<file path="config.mk">
export PLATFORM = sky130hd
export DESIGN_NAME = timer_counter
export DESIGN_NICKNAME = d
export VERILOG_FILES = /design/src/rtl/timer_counter.sv
export SDC_FILE = /design/constraint.sdc
export NUM_CORES = 1
export LEC_CHECK = 0
export CORE_MARGIN = 2
export CORE_UTILIZATION = 51
export CTS_CLUSTER_SIZE = 14
export DETAILED_ROUTE_END_ITERATION = 7
export PLACE_DENSITY = 0.82
export SKIP_LAST_GASP = 1
export SLEW_MARGIN = 20
export SYNTH_ARGS = -nofsm -noshare
export SYNTH_HDL_FRONTEND = slang
export SYNTH_SLANG_ARGS = --single-unit
</file>
<file path="constraint.sdc">
create_clock -name clk -period 3.38 [get_ports clk]
set_clock_uncertainty 0.2 [all_clocks]
set_input_delay 0.845 -clock clk [delete_from_list [all_inputs] [get_ports clk]]
set_output_delay 0.845 -clock clk [all_outputs]
set_load 0.02 [all_outputs]
</file>
<file path="src/rtl/timer_counter.sv">
// timer_counter
// Memory-mapped countdown timer sitting on the CPU data-memory bus as a
// responder. Counts clock cycles down from a programmed preset and raises an
// interrupt on expiry, either once (one-shot) or periodically (auto-reload).
//
// Register window (16 bytes at BASE_ADDR, Addr[1:0] ignored):
//   0x0 CTRL   R/W  [0] Enable, [2:1] Mode (01 auto-reload), [3] IM
//   0x4 PRESET R/W  reload value (0 behaves as 1)
//   0x8 COUNT  RO   current count
//   0xC        reads 0, writes ignored
//
// Ports:
//   clk         system clock, rising edge
//   reset       asynchronous active-low reset
//   Addr        byte address from the CPU
//   WriteEnable store strobe
//   WriteData   store data
//   ReadData    combinational read data (0 on a window miss)
//   Hit         address falls inside the register window
//   IRQ         interrupt request = irq_pending & IM
//
// Build option: TIMER_AUTORELOAD_EN
//   defined   - Mode bits are stored and auto-reload is available
//   undefined - Mode bits read as 0 and every expiry behaves as one-shot
module timer_counter #(
    parameter logic [31:0] BASE_ADDR = 32'h0000_7F00
) (
    input  logic        clk,
    input  logic        reset,
    input  logic [31:0] Addr,
    input  logic        WriteEnable,
    input  logic [31:0] WriteData,
    output logic [31:0] ReadData,
    output logic        Hit,
    output logic        IRQ
);

    typedef enum logic [1:0] {
        S_IDLE,
        S_LOAD,
        S_CNT,
        S_INT
    } state_e;

    state_e      state_q, state_d;
    logic        en_q, en_d;
    logic        im_q, im_d;
    logic [1:0]  mode_q;
    logic [31:0] preset_q, preset_d;
    logic [31:0] count_q, count_d;
    logic        pend_q, pend_d;

    logic        wr_en;
    logic        autoreload;
    logic        unused_addr;

    assign Hit         = (Addr[31:4] == BASE_ADDR[31:4]);
    assign wr_en       = WriteEnable & Hit;
    assign IRQ         = pend_q & im_q;
    assign autoreload  = (mode_q == 2'b01);
    assign unused_addr = ^Addr[1:0];

`ifdef TIMER_AUTORELOAD_EN
    logic [1:0] mode_d;

    always_ff @(posedge clk or negedge reset) begin
        if (!reset) mode_q <= 2'b00;
        else        mode_q <= mode_d;
    end

    always_comb begin
        mode_d = mode_q;
        if (wr_en && Addr[3:2] == 2'd0) mode_d = WriteData[2:1];
    end
`else
    assign mode_q = 2'b00;
`endif

    always_ff @(posedge clk or negedge reset) begin
        if (!reset) begin
            state_q  <= S_IDLE;
            en_q     <= 1'b0;
            im_q     <= 1'b0;
            preset_q <= '0;
            count_q  <= '0;
            pend_q   <= 1'b0;
        end else begin
            state_q  <= state_d;
            en_q     <= en_d;
            im_q     <= im_d;
            preset_q <= preset_d;
            count_q  <= count_d;
            pend_q   <= pend_d;
        end
    end

    always_comb begin
        state_d  = state_q;
        en_d     = en_q;
        im_d     = im_q;
        preset_d = preset_q;
        count_d  = count_q;
        pend_d   = pend_q;

        case (state_q)
            S_IDLE: begin
                if (en_q) state_d = S_LOAD;
            end
            S_LOAD: begin
                // A zero preset is treated as 1 so expiry still takes a cycle.
                count_d = (preset_q == '0) ? 32'd1 : preset_q;
                state_d = S_CNT;
            end
            S_CNT: begin
                if (!en_q) begin
                    state_d = S_IDLE;
                end else if (count_q > 32'd1) begin
                    count_d = count_q - 32'd1;
                end else begin
                    count_d = '0;
                    pend_d  = 1'b1;
                    state_d = S_INT;
                end
            end
            S_INT: begin
                if (autoreload) begin
                    pend_d  = 1'b0;
                    state_d = S_LOAD;
                end else begin
                    en_d    = 1'b0;
                    state_d = S_IDLE;
                end
            end
            default: state_d = S_IDLE;
        endcase

        // CPU stores are applied last so they override same-edge FSM updates.
        if (wr_en) begin
            case (Addr[3:2])
                2'd0: begin
                    en_d   = WriteData[0];
                    im_d   = WriteData[3];
                    pend_d = 1'b0;
                end
                2'd1:    preset_d = WriteData;
                default: ;
            endcase
        end
    end

    always_comb begin
        ReadData = '0;
        if (Hit) begin
            case (Addr[3:2])
                2'd0:    ReadData = {28'd0, im_q, mode_q, en_q};
                2'd1:    ReadData = preset_q;
                2'd2:    ReadData = count_q;
                default: ReadData = '0;
            endcase
        end
    end

endmodule

</file>
==> results of run 1 <==
[worst max path at each step]
stage                   end  cells past startpoint  startpoint
3_3_place_gp   ReadData[17]                      7    Addr[17]
4_1_cts         ReadData[3]                      7     Addr[7]
5_1_grt        ReadData[21]                      7     Addr[5]
2_1_floorplan  ReadData[22]                      5     Addr[5]
3_5_place_dp   ReadData[16]                      7    Addr[17]
6_report       ReadData[28]                      7     Addr[5]
[cell usage after synthesis (all sizes together) (2+ instances only)]
cell type,instances
o211ai,7
o311a,2
inv,8
nand3,18
a41oi,2
a32oi,10
or3,7
o31ai,9
a22oi,34
nor4b,2
nand2b,2
nor4,26
nor2b,4
nand4b,2
ha,2
o21ai,20
mux2,34
a31oi,2
a21oi,6
dfrtp,69
clkbuf,29
buf,12
a221o,6
and2,2
nand2,24
nand4,7
nor3,14
a22o,3
a221oi,2
nor2,51
o22ai,2
a211o,2
mux2i,5
or4,17
o41ai,4
[power breakdown]
group          switching (mW)  internal, mW
logic                  0.0471        0.0650
registers        0.0000000581         0.825
clock network           0.312         0.394
total                   0.360          1.28
[flip-flops by register name, indices dropped and copies added, names as in the netlist]
| register | count |
|---|---|
| preset_q | 32 |
| state_q | 2 |
| count_q | 32 |
| im_q | 1 |
| pend_q | 1 |
| en_q | 1 |
[what timing repair did]
action | 4_1_cts | 5_1_grt
setup buffers | 6 | 4
pin swaps | 10 | 9
resized for setup | 221 | 65
cloned | 3 | 3
endpoints found under the setup margin | 33 | 65
[metrics by stage]
stage | cells | hold slack, ps | TNS (ps) | instance area [µm²] | setup WS [ps]
2_1_floorplan | 462 | 255 | 0 | 4600 | 102
4_1_cts | 666 | 330 | -5080 | 6040 | -248
6_report | 670 | 327 | -7680 | 6160 | -287
3_5_place_dp | 643 | 314 | -37320 | 5700 | -910
3_3_place_gp | 643 | 291 | -34470 | 5700 | -865
5_1_grt | 670 | 349 | -8430 | 6160 | -306
[cell type report]
type / instances / area share
multi-input cells: 344 / 0.435
flip-flops and latches: 69 / 0.280
inverters: 8 / 0.00569
clock buffers: 13 / 0.0274
repair buffers: 130 / 0.225
clock inverters: 1 / 0.00488
well taps: 105 / 0.0213
[cell usage in the layout (no fill, tap or decap), drive strengths merged, types with 14 or more instances in the layout]
cell / netlist / layout
clkbuf: 29 / 17
nor3: 14 / 14
dfrtp: 69 / 69
mux2: 34 / 34
a22oi: 34 / 34
or4: 17 / 17
nand3: 18 / 18
nor2: 51 / 51
nand2: 24 / 24
clkdlybuf4s50: 0 / 36
buf: 12 / 78
nor4: 26 / 26
o21ai: 20 / 20
[routing by layer]
layer / up-vias / track usage / part of all wire
met1: 2161 / 0.414 / 0.41
met4: 0 / 0.132 / 0.025
met5: - / 0 / 0
met3: 30 / 0.0493 / 0.076
li1: 2002 / - / -
met2: 261 / 0.507 / 0.49
[worst register-to-register path, stage by stage, from the launching register on]
cell and delay, ps:
dfrtp_1 450, nor4_2 670, nand2_1 230, or4_4 640, nand2_2 310, o211ai_1 170
[cells by family (layout without fill, tap and decap cells)]
family,Yosys count,in the layout
and+or+nand+nor,182,182
AOI/OAI and AO/OA,121,121
DFF,69,69
buffers and inverters,49,152
muxes,39,39
adders and majority gates,2,2
==> impl_metrics.yaml, run 1 <==
critical_path:
  worstPathArrival_ps: 2620
  critical_path_cell_list: "buf_6 -> or4b_1 -> or4_4 -> buf_4 -> clkbuf_16 -> nor2_4 -> buf_6"
  crit-reg2reg-launch: "count_q[11]$_DFFE_PN0P_"
  crit_path_end_kind: "output pin"
  cp_top_family: "simple AND/OR/NAND/NOR gates"
  crit_buf_inv: 4
  critical_path_required_ps: 2330
  worstReg2RegEnd: "count_q[7]$_DFFE_PN0P_"
  critPathMostFrequentCell: "buf_6"
  worstPathMaxFanout: 6
  worst_path_largest_cell_delay_ps: 620
  r2r_cells: 5
  critPathSlowestCell: "or4_4"
  worst-setup-path-type: "in -> out"
  worst-r2r-setup-slack_ps: 580
  setup.worst_path.start_class: "input port"
logic_synthesis:
  yosys.area_share.adder: 0.00577
  yosys.area.top_type: "dfrtp_1"
  synth_largest_type_area_fraction: 0.398
  yosysWarningCount: 0
  synth_sequential_area_ratio: 0.398
  post_synth.cell_area_avg_um2: 9.39
  number_of_standard_cells_after_synthesis: 462
  synthXorXnorAreaFrac: 0
  share_of_flip_flops_with_an_asynchronous_set_or_reset_after_synthesis: 1.00
  dominantRegCellSynth: "dfrtp_1"
  count_of_flip_flops_with_a_built_in_enable_after_synthesis: 0
  synth_top_family_by_area: "simple AND/OR/NAND/NOR gates"
  post_synth_instance_area_mm2: 0.00434
  post_synth_mux_area_share: 0.0997
  synth.ff_latch_count: 69
  synth_area_leaders: "dfrtp_1, mux2_2, a22oi_1"
  post_synth_net_total: 531
  synth-compound-area-share: 0.208
  yosys.cell_types.count: 63
  post_synth_and_or_nand_nor_area_fraction: 0.241
timing:
  slew_at_the_pin_closest_to_its_max_slew_limit_ps: 1070
  setup_ws_ps: -287
  min_period_over_period: 1.08
  slew_violations: 0
  hold_viol: 0
  grt_setup_unrepaired: "true"
  finalSetupViolCount: 33
  fmaxAchievable_mhz: 273
  final_period_minus_worst_setup_slack_ps: 3670
  rel_slew_slack: 0.285
power:
  power_per_cell_area_mw_per_mm2: 267
  p_total_mw: 1.64
  leakagePower_nw: 2.68
  ir_drop_v: 0.000179
routing:
  routed_wl_um: 14400
  route.vias.total: 4454
  detail_route.first_pass.iterations: 5
  drt-initial-drc-count: 364
  route.detailed.wl_per_inst_um: 21.5
  drc_errors: 0
  antenna_violating_nets_post_route: 0
  routed_via_density: 6.65
run:
  drv_cap: 0
global_route:
  global_route_wire_length_before_repair_um: 21900
  grt_max_degree: 39
  gr-total-overflow: 0
  grt_antenna_before_repair: 0
  first_global_vias: 4350
  total_grt_usage: 0.313
cts:
  max-clock-path-buffers: 2
  cts-buffers-inserted: 9
  cts.sink_count: 69
  cts_root_buf: "clkbuf_8"
  clock_tree_from_tritoncts: "built"
  worst_skew_pair.late_latency_ps: 360
  cts-htree-levels: 3
  cts.hold.buffers_added: 0
  clkSlewWorstSetupHoldPaths_ps: 70
finish:
  multi_input_comb_area_mm2: 0.00268
  ff_latch_area_mm2: 0.00173
  post-route-util: 0.750
  diodes_inserted: 0
  layout_overhead_on_the_synthesized_area_pct: 41.9
  layout.filler_cells: 578
  finish.net_count: 631
  drive_above_1_share: 0.317
placement:
  hpwlAfterDp_um: 9150
  port_buffers: 98
  globalplace.congestion: 0.915
floorplanning:
  placement_rows: 33
  floorplan.die.height_um: 96.3
  starting_density: 0.528
  fp.coreArea_mm2: 0.00822
  top_level_ports: 101
  die-width_um: 96.3
  floorplan.die_area_mm2: 0.00926
min_path:
  worst_hold_path.endpoint: "im_q$_DFFE_PN0P_"
  worstHoldPathType: "reg -> reg"
  worst_hold_path.num_cells: 1
  hp-start: "im_q$_DFFE_PN0P_"
outcome:
  outcome: "complete, but fails checks"
  failing_checks: "setup timing"
No activity file was read; power rests on OpenSTA's default activity.
==> run 2: changes to the inputs <==
--- a/config.mk
+++ b/config.mk
@@ -5,6 +5,8 @@
 export SDC_FILE = /design/constraint.sdc
 export NUM_CORES = 1
 export LEC_CHECK = 0
+export CAP_MARGIN = 20
+export CORE_ASPECT_RATIO = 0.5
 export CORE_MARGIN = 2
 export CORE_UTILIZATION = 51
 export CTS_CLUSTER_SIZE = 14
==> run 2 against run 1 <==
Net effect: total power increased by 13%; clock power increased by 31%; worst hold slack got worse by 12 ps; final cell count increased by 1.9%; routed wire length increased by 0.98%; critical endpoint is now ReadData[15]; count of clock-buffer cells in the layout decreased by 1; sequential power about the same; critical path depth unchanged; maximum frequency increased by 0.78%; flip-flop and latch count unchanged; setup slack improved by 29 ps; the flow still finishes with violations (setup timing); global-route usage increased by 1.4 points; critical path type unchanged.
==> impl_metrics.yaml, run 2 (synthesis gave the netlist of run 1 again) <==
outcome:
  outcome: "complete, but fails checks"
  failing_checks: "setup timing"
routing:
  drc_errors: 0
  route.detailed.wl_per_inst_um: 21.3
  route.vias.total: 4575
  detail_route.first_pass.iterations: 6
  routed_via_density: 6.70
  antenna_violating_nets_post_route: 0
  drt-initial-drc-count: 538
  routed_wl_um: 14600
power:
  ir_drop_v: 0.000260
  leakagePower_nw: 2.74
  power_per_cell_area_mw_per_mm2: 296
floorplanning:
  floorplan.die.height_um: 69.2
  fp.coreArea_mm2: 0.00812
  floorplan.die_area_mm2: 0.00931
  placement_rows: 23
  top_level_ports: 101
  die-width_um: 134
  starting_density: 0.535
finish:
  layout_overhead_on_the_synthesized_area_pct: 45.2
  finish.net_count: 637
  finish.cell_count_without_fillers: 683
  most-common-layout-cells: "dfrtp_1, buf_6, clkdlybuf4s50_1"
  drive_above_1_share: 0.327
  post-route-util: 0.777
  final_cell_area_mm2: 0.00630
  diodes_inserted: 0
  commonest_non_fill_non_tap_cell_in_the_layout: "dfrtp_1"
  reg_top3: "count_q x32, preset_q x32, state_q x2"
critical_path:
  crit_buf_inv: 4
  critPathSlowestCell: "or4b_1"
  cp_top_family: "simple AND/OR/NAND/NOR gates"
  setup.worst_path.start_class: "input port"
  worst-setup-path-type: "in -> out"
  worstPathMaxFanout: 5
  critical_path_required_ps: 2330
  worst_path_largest_cell_delay_ps: 500
  critical_path_cell_list: "buf_6 -> or4b_1 -> or4_4 -> buf_8 -> buf_16 -> nor2_4 -> clkdlybuf4s15_2"
  worstPathArrival_ps: 2590
  crit_path_end_kind: "output pin"
cts:
  worst_skew_pair.late_latency_ps: 340
  cts.sink_count: 69
  cts-htree-levels: 3
  clkSlewWorstSetupHoldPaths_ps: 50
  clock_tree_from_tritoncts: "built"
  cts.hold.buffers_added: 0
  cts_root_buf: "clkbuf_16"
  cts-buffers-inserted: 9
  max-clock-path-buffers: 2
global_route:
  grt_max_degree: 39
  total_grt_usage: 0.327
  grt_antenna_before_repair: 0
  first_global_vias: 4458
  gr-total-overflow: 0
  global_route_wire_length_before_repair_um: 23700
timing:
  rel_slew_slack: 0.240
  slew_at_the_pin_closest_to_its_max_slew_limit_ps: 1140
  setup-tns-final_ps: -3550
  slew_violations: 0
  hold_viol: 0
  grt_setup_unrepaired: "true"
  min_period_over_period: 1.08
  finalSetupViolCount: 29
  fmaxAchievable_mhz: 275
  setup_ws_ps: -258
  final_period_minus_worst_setup_slack_ps: 3640
placement:
  globalplace.congestion: 0.928
  port_buffers: 98
  postPlaceCellArea_mm2: 0.00576
  detailedPlace.worstSlack_ps: -887
  dp_cells: 653
  hpwlAfterDp_um: 9290
run:
  drv_cap: 0
min_path:
  worstHoldPathType: "reg -> reg"
## run 2: per-stage QoR
stage	hold slack [ps]	total power [mW]
2_1_floorplan	255	0.856
3_3_place_gp	299	0.960
3_5_place_dp	300	0.963
4_1_cts	312	1.87
5_1_grt	356	1.92
6_report	315	1.86
## run 2: worst paths after layout
kind | startpoint | endpoint | slack, ps | cells after the start
worst min register to register | pend_q$_DFF_PN0_ | pend_q$_DFF_PN0_ | 320 | 2
worst max-delay path | Addr[7] | ReadData[15] | -260 | 7
worst max register to register | count_q[27]$_DFFE_PN0P_ | count_q[21]$_DFFE_PN0P_ | 590 | 6
max in group asynchronous | reset | count_q[13]$_DFFE_PN0P_ | 1900 | 2
min in group asynchronous | reset | preset_q[0]$_DFFE_PN0P_ | 390 | 1
worst min-delay path | pend_q$_DFF_PN0_ | pend_q$_DFF_PN0_ | 320 | 2
## run 2: area by class of cell
cell class                      count  area (µm²)
Inverter                            8        35.0
Multi-Input combinational cell    344        2680
Tap cell                          112         140
Clock buffer                       12         246
Sequential cell                    69        1730
Timing Repair Buffer              136        1440
Fill cell                         548        1810
Clock inverter                      2        35.0
## run 2: routing by layer
metal | vias up | track usage | share of wire
li1 | 2016 | - | -
met5 | - | 0 | 0
met1 | 2170 | 0.461 | 0.42
met3 | 47 | 0.106 | 0.12
met4 | 0 | 0.112 | 0.023
met2 | 342 | 0.474 | 0.44
## run 2: what timing repair did
| item | in CTS | in global routing |
|---|---|---|
| gates cloned | 4 | 0 |
| gates resized for setup | 251 | 38 |
| setup buffers | 11 | 3 |
| endpoints found under the setup margin | 33 | 33 |
| pin swaps | 10 | 6 |
## run 2: worst register-to-register path, delay by kind of cell (launching register included)
kind            cells  cell delay (ps)
buf+inv             1              260
compound gates      1              370
simple gates        4             1410
flops               1              430
## run 2: power by group
part	switching, mW	internal (mW)
combinational	0.0479	0.0654
clock	0.343	0.582
sequential	0.0000000644	0.827
